--- config.mk ---
export PLATFORM = sky130hd
export DESIGN_NAME = gcd_control_unit
export DESIGN_NICKNAME = d
export VERILOG_FILES = /design/src/rtl/gcd_control_unit.sv
export SDC_FILE = /design/constraint.sdc
export NUM_CORES = 1
export LEC_CHECK = 0
export ABC_AREA = 1
export ABC_CLOCK_PERIOD_IN_PS = 1900
export BUFFER_PORTS_ARGS = -buffer_cell sky130_fd_sc_hd__buf_2
export CAP_MARGIN = 30
export CORE_UTILIZATION = 50
export CTS_CLUSTER_SIZE = 20
export DETAILED_ROUTE_END_ITERATION = 6
export HOLD_SLACK_MARGIN = 0.03
export PLACE_DENSITY = 0.88
export SLEW_MARGIN = 20
export SYNTH_ARGS = -nofsm -noshare
export SYNTH_HDL_FRONTEND = slang
export SYNTH_SLANG_ARGS = --single-unit
export TNS_END_PERCENT = 20
--- constraint.sdc ---
create_clock -name CLK -period 1.9 [get_ports CLK]
set_input_delay 0.095 -clock CLK [delete_from_list [all_inputs] [get_ports CLK]]
set_output_delay 0.095 -clock CLK [all_outputs]
set_load 0.01 [all_outputs]
--- src/rtl/gcd_control_unit.sv ---
// Sequencer for the register-file/ALU datapath: computes gcd(R1, R2) by repeated subtraction.
// Moore control outputs are decoded from the next state and registered alongside it.
module gcd_control_unit #(
  parameter logic [15:0] MAX_ITER = 16'd1000
) (
  input  logic        CLK,
  input  logic        nRST,
  input  logic        Start,
  input  logic [15:0] Datapath,
  output logic        IE,
  output logic [3:0]  WA,
  output logic        WE,
  output logic [3:0]  RAA,
  output logic        REA,
  output logic [3:0]  RAB,
  output logic        REB,
  output logic [3:0]  S_ALU1,
  output logic        Cin,
  output logic        OE,
  output logic        Done,
  output logic        Busy,
  output logic        Error,
  output logic [15:0] Iter
);

  typedef enum logic [3:0] {
    StIdle, StLoadA, StLoadB, StChkA, StChkB, StCmp,
    StSubAb, StSubBa, StOutA, StOutB, StDone
  } state_e;

  localparam logic [3:0] AluPassA = 4'h0;
  localparam logic [3:0] AluSub   = 4'h2;

  state_e      state_q, state_d;
  logic [15:0] iter_q, iter_d;
  logic        error_q, error_d;

  logic        ie_q, ie_d;
  logic [3:0]  wa_q, wa_d;
  logic        we_q, we_d;
  logic [3:0]  raa_q, raa_d;
  logic        rea_q, rea_d;
  logic [3:0]  rab_q, rab_d;
  logic        reb_q, reb_d;
  logic [3:0]  s_alu1_q, s_alu1_d;
  logic        cin_q, cin_d;
  logic        oe_q, oe_d;
  logic        done_q, done_d;
  logic        busy_q, busy_d;

  logic dp_zero;
  assign dp_zero = (Datapath == 16'h0000);

  always_comb begin
    state_d = state_q;
    iter_d  = iter_q;
    error_d = error_q;
    unique case (state_q)
      StIdle: begin
        if (Start) begin
          state_d = StLoadA;
          iter_d  = 16'h0000;
          error_d = 1'b0;
        end
      end
      StLoadA: state_d = StLoadB;
      StLoadB: state_d = StChkA;
      StChkA:  state_d = dp_zero ? StOutB : StChkB;
      StChkB:  state_d = dp_zero ? StOutA : StCmp;
      StCmp: begin
        if (dp_zero) begin
          state_d = StOutA;
        end else if (iter_q == MAX_ITER) begin
          // Abort instead of entering another subtract step; Out keeps its old value.
          state_d = StDone;
          error_d = 1'b1;
        end else if (Datapath[15]) begin
          state_d = StSubBa;
        end else begin
          state_d = StSubAb;
        end
      end
      StSubAb, StSubBa: begin
        if (iter_q != 16'hFFFF) iter_d = iter_q + 16'd1;
        state_d = StCmp;
      end
      StOutA, StOutB: state_d = StDone;
      StDone:  if (!Start) state_d = StIdle;
      default: state_d = StIdle;
    endcase
  end

  always_comb begin
    ie_d     = 1'b0;
    wa_d     = 4'd0;
    we_d     = 1'b0;
    raa_d    = 4'd0;
    rea_d    = 1'b0;
    rab_d    = 4'd0;
    reb_d    = 1'b0;
    s_alu1_d = AluPassA;
    cin_d    = 1'b0;
    oe_d     = 1'b0;
    done_d   = 1'b0;
    busy_d   = 1'b1;
    unique case (state_d)
      StIdle: busy_d = 1'b0;
      StLoadA: begin
        ie_d = 1'b1;
        we_d = 1'b1;
        wa_d = 4'd1;
      end
      StLoadB: begin
        ie_d = 1'b1;
        we_d = 1'b1;
        wa_d = 4'd2;
      end
      StChkA: begin
        rea_d = 1'b1;
        raa_d = 4'd1;
      end
      StChkB: begin
        rea_d = 1'b1;
        raa_d = 4'd2;
      end
      StCmp, StSubAb: begin
        rea_d    = 1'b1;
        reb_d    = 1'b1;
        raa_d    = 4'd1;
        rab_d    = 4'd2;
        s_alu1_d = AluSub;
        cin_d    = 1'b1;
        if (state_d == StSubAb) begin
          we_d = 1'b1;
          wa_d = 4'd1;
        end
      end
      StSubBa: begin
        rea_d    = 1'b1;
        reb_d    = 1'b1;
        raa_d    = 4'd2;
        rab_d    = 4'd1;
        s_alu1_d = AluSub;
        cin_d    = 1'b1;
        we_d     = 1'b1;
        wa_d     = 4'd2;
      end
      StOutA, StOutB: begin
        rea_d = 1'b1;
        raa_d = (state_d == StOutA) ? 4'd1 : 4'd2;
        oe_d  = 1'b1;
      end
      StDone: begin
        done_d = 1'b1;
        busy_d = 1'b0;
      end
      default: busy_d = 1'b0;
    endcase
  end

  always_ff @(posedge CLK) begin
    if (!nRST) begin
      state_q  <= StIdle;
      iter_q   <= 16'h0000;
      error_q  <= 1'b0;
      ie_q     <= 1'b0;
      wa_q     <= 4'd0;
      we_q     <= 1'b0;
      raa_q    <= 4'd0;
      rea_q    <= 1'b0;
      rab_q    <= 4'd0;
      reb_q    <= 1'b0;
      s_alu1_q <= 4'd0;
      cin_q    <= 1'b0;
      oe_q     <= 1'b0;
      done_q   <= 1'b0;
      busy_q   <= 1'b0;
    end else begin
      state_q  <= state_d;
      iter_q   <= iter_d;
      error_q  <= error_d;
      ie_q     <= ie_d;
      wa_q     <= wa_d;
      we_q     <= we_d;
      raa_q    <= raa_d;
      rea_q    <= rea_d;
      rab_q    <= rab_d;
      reb_q    <= reb_d;
      s_alu1_q <= s_alu1_d;
      cin_q    <= cin_d;
      oe_q     <= oe_d;
      done_q   <= done_d;
      busy_q   <= busy_d;
    end
  end

  assign IE     = ie_q;
  assign WA     = wa_q;
  assign WE     = we_q;
  assign RAA    = raa_q;
  assign REA    = rea_q;
  assign RAB    = rab_q;
  assign REB    = reb_q;
  assign S_ALU1 = s_alu1_q;
  assign Cin    = cin_q;
  assign OE     = oe_q;
  assign Done   = done_q;
  assign Busy   = busy_q;
  assign Error  = error_q;
  assign Iter   = iter_q;

endmodule

==> metrics.yaml <==
ys_seq_area_share_pct: 37.1
drv_cap: 0
intPower_w: 0.00145
crit_path_end_kind: "flop"
min_from: "Datapath[15]"
slowest_stage: "dfxtp_2"
clk_pin_slew_ns: 0.10
gp_congestion: 0.924
numCtsBuffers: 5
setup_viol: 0
ctsHtreeMaxLevel: 2
firstDrtPassIters: 7
finalCritPeriodShare_pct: 92.7
postPlaceCellArea_mm2: 0.00211
drv_slew: 0
hold_path_class: "in2reg"
syn_inst: 272
grt_antenna_before_repair: 0
nets: 350
overflow: 0
drc: 0
hold_violations: 0
slowest_delay_ns: 0.36
final_area_mm2: 0.00225
grt_first_pass_wirelength_um: 7540
die_x_um: 62.6
vdd_drop_max_mv: 0.528
p_sw_share_pct: 32.5
pwr_density_cell_mw_per_mm2: 951
p_seq_share_pct: 38.5
dp_hpwl_um: 3310
cts_root_buf: "clkbuf_4"
synth_edf_count: 0
crit_start: "Iter[1]"
worstPathRequired_ns: 2.17
max_freq_ghz: 0.568
start_util_pct: 53.8
portBuffers: 50
cp_top_family: "simple AND/OR/NAND/NOR gates"
die_y_um: 62.6
skew_ns: 0.0150
grt_max_degree: 18
startpoint_type: "flop"
antennaDiodeCount: 0
post-route-min-period_ns: 1.76
drive_above_1_share_pct: 23.9
grtUsageTotal_pct: 24.1
switchingPower_w: 0.000696
p_comb_share_pct: 28.7
critPathBufInv: 1
cts_tree: "built"
arrival_ns: 2.03
drt-total-wl_um: 4700
synth_seq_cells: 34
r2r_start: "Iter[1]"
drt_iter0_drc: 172
fillCellCount: 306
drtAntennaViolNets: 0
yosys_warnings: 0
vias_per_cell: 5.37
async_flop_share_pct: 0
fp-row-count: 21
hold_ws_ns: 0.0990
dieArea_mm2: 0.00392
worstSetupPathType: "reg2reg"
grt_pass1_vias: 1740
outcome: "completed"
syn_to_final_growth_pct: 22.7
dr_total_vias: 2020
syn_area_mm2: 0.00184
io_pins: 60
clk_latency_ns: 0.36
core_mm2: 0.00342
cts_buffer_depth: 2
synth_top_flop_cell: "dfxtp_1"
power_w: 0.00214
cts_sinks: 34
worstPathCellList: "ha_2 -> nand3_1 -> nor2_4 -> nand2_2 -> nor2_4 -> nand2_1 -> nand2_2 -> nand2_8 -> inv_6 -> nand2_1 -> a21oi_1"
avgSynthCellArea_um2: 6.75
power.leakage_nw: 1.07
routedWlPerCell_um: 12.5
cp_max_fo: 17
synth_cell_types: 30
p_clk_share_pct: 32.8
-- logic make-up after synthesis --
group / synth area share [%]
buffers and inverters: 13.1
AO/OA/AOI/OAI: 9.06
other: 0.204
AND/OR/NAND/NOR: 38.7
flip-flops: 37.1
adder cells (fa/ha/maj): 1.36
XOR/XNOR: 0.477
-- state kept, by name (all words and copies together), names as in the netlist, 2 cells and up --
signal	cells
WA	2
RAA	2
Iter	16
state_q	4
RAB	2
-- final cells by class --
cell class              instances  area, um2  area share (%)
clock inverters                 2       60.1            2.67
well taps                      46       57.6            2.55
repair buffers                 55        290            12.9
flip-flops and latches         34        682            30.3
clock buffers                   6       51.3            2.28
multi-input cells             195        965            42.8
inverters                      38        148            6.55
-- power by group through the flow --
stage	clock network [W]	registers, W	logic [W]
global placement	0	0.000838	0.000557
CTS	0.000704	0.000824	0.000579
floorplan	0	0.000874	0.000396
global route	0.000737	0.000834	0.000688
detailed placement	0	0.000840	0.000574
finish	0.000703	0.000826	0.000614
-- routing by layer --
metal | part of all wire (%) | global-route usage (%) | vias to the layer above | wire length, um
met5 | 0 | 0 | - | 0
met2 | 46 | 37.8 | 128 | 2170
li1 | - | - | 978 | -
met4 | 3.3 | 11.6 | 0 | 155
met1 | 42 | 31.1 | 885 | 1950
met3 | 9.0 | 5.66 | 29 | 424
-- Yosys cell counts, types with 2 or more instances --
library cell / n / area [um2]
nor2_4: 3 / 33.8
buf_4: 11 / 82.6
nand3b_1: 2 / 15.0
nor2_1: 44 / 165
ha_1: 2 / 25.0
inv_1: 37 / 139
nand2_2: 3 / 18.8
a21oi_1: 20 / 100
dfxtp_1: 34 / 681
nor4_1: 3 / 18.8
nor3_1: 7 / 35.0
nand4_1: 12 / 75.1
nand3_2: 2 / 20.0
o21ai_0: 6 / 30.0
o21ai_1: 2 / 10.0
nand2_1: 51 / 191
nand3_1: 20 / 100
-- repair_timing --
action,4_1_cts,5_1_grt
hold buffers,1,0
buffers inserted,0,0
endpoints found under the setup margin,0,13
gates resized for setup,0,7
hold endpoints to repair,2,0
-- final timing paths --
check	endpoint	slack [ns]	depth (start not counted)
setup reg to reg	Iter[15]	0.14	11
hold / removal	RAB[0]	0.1	3
hold reg to reg	Error	0.49	2
setup / recovery	Iter[15]	0.14	11
-- stage by stage --
stage,instances,utilization (%),setup WS [ns],setup TNS (ns)
floorplan,280,-,0.216,0
global placement,367,61.7,0.236,0
detailed placement,367,61.7,0.144,0
CTS,376,65.2,0.112,0
global route,376,66.0,-0.0375,-0.0935
finish,376,66.0,0.139,0
-- tightest hold or removal path, delay by kind of cell --
kind          cells  cell delay, ns
simple gates      2            0.20
buf+inv           1            0.12
-- layout by cell type, fill, tap and decap left out, types with 2 or more instances in the layout --
cell,Yosys,layout
nand2_1,51,51
buf_2,0,50
nor2_1,44,44
inv_1,37,37
dfxtp_1,34,33
nand3_1,20,19
a21oi_1,20,19
nand4_1,12,12
conb_1,1,9
nor3_1,7,7
o21ai_0,6,6
clkbuf_4,0,5
buf_4,11,4
nand3_2,2,3
nor2_4,3,3
nand2_2,3,3
nor4_1,3,3
o21ai_1,2,2
nand3b_1,2,2
bufinv_16,0,2
(Power assumes the default switching activity.)
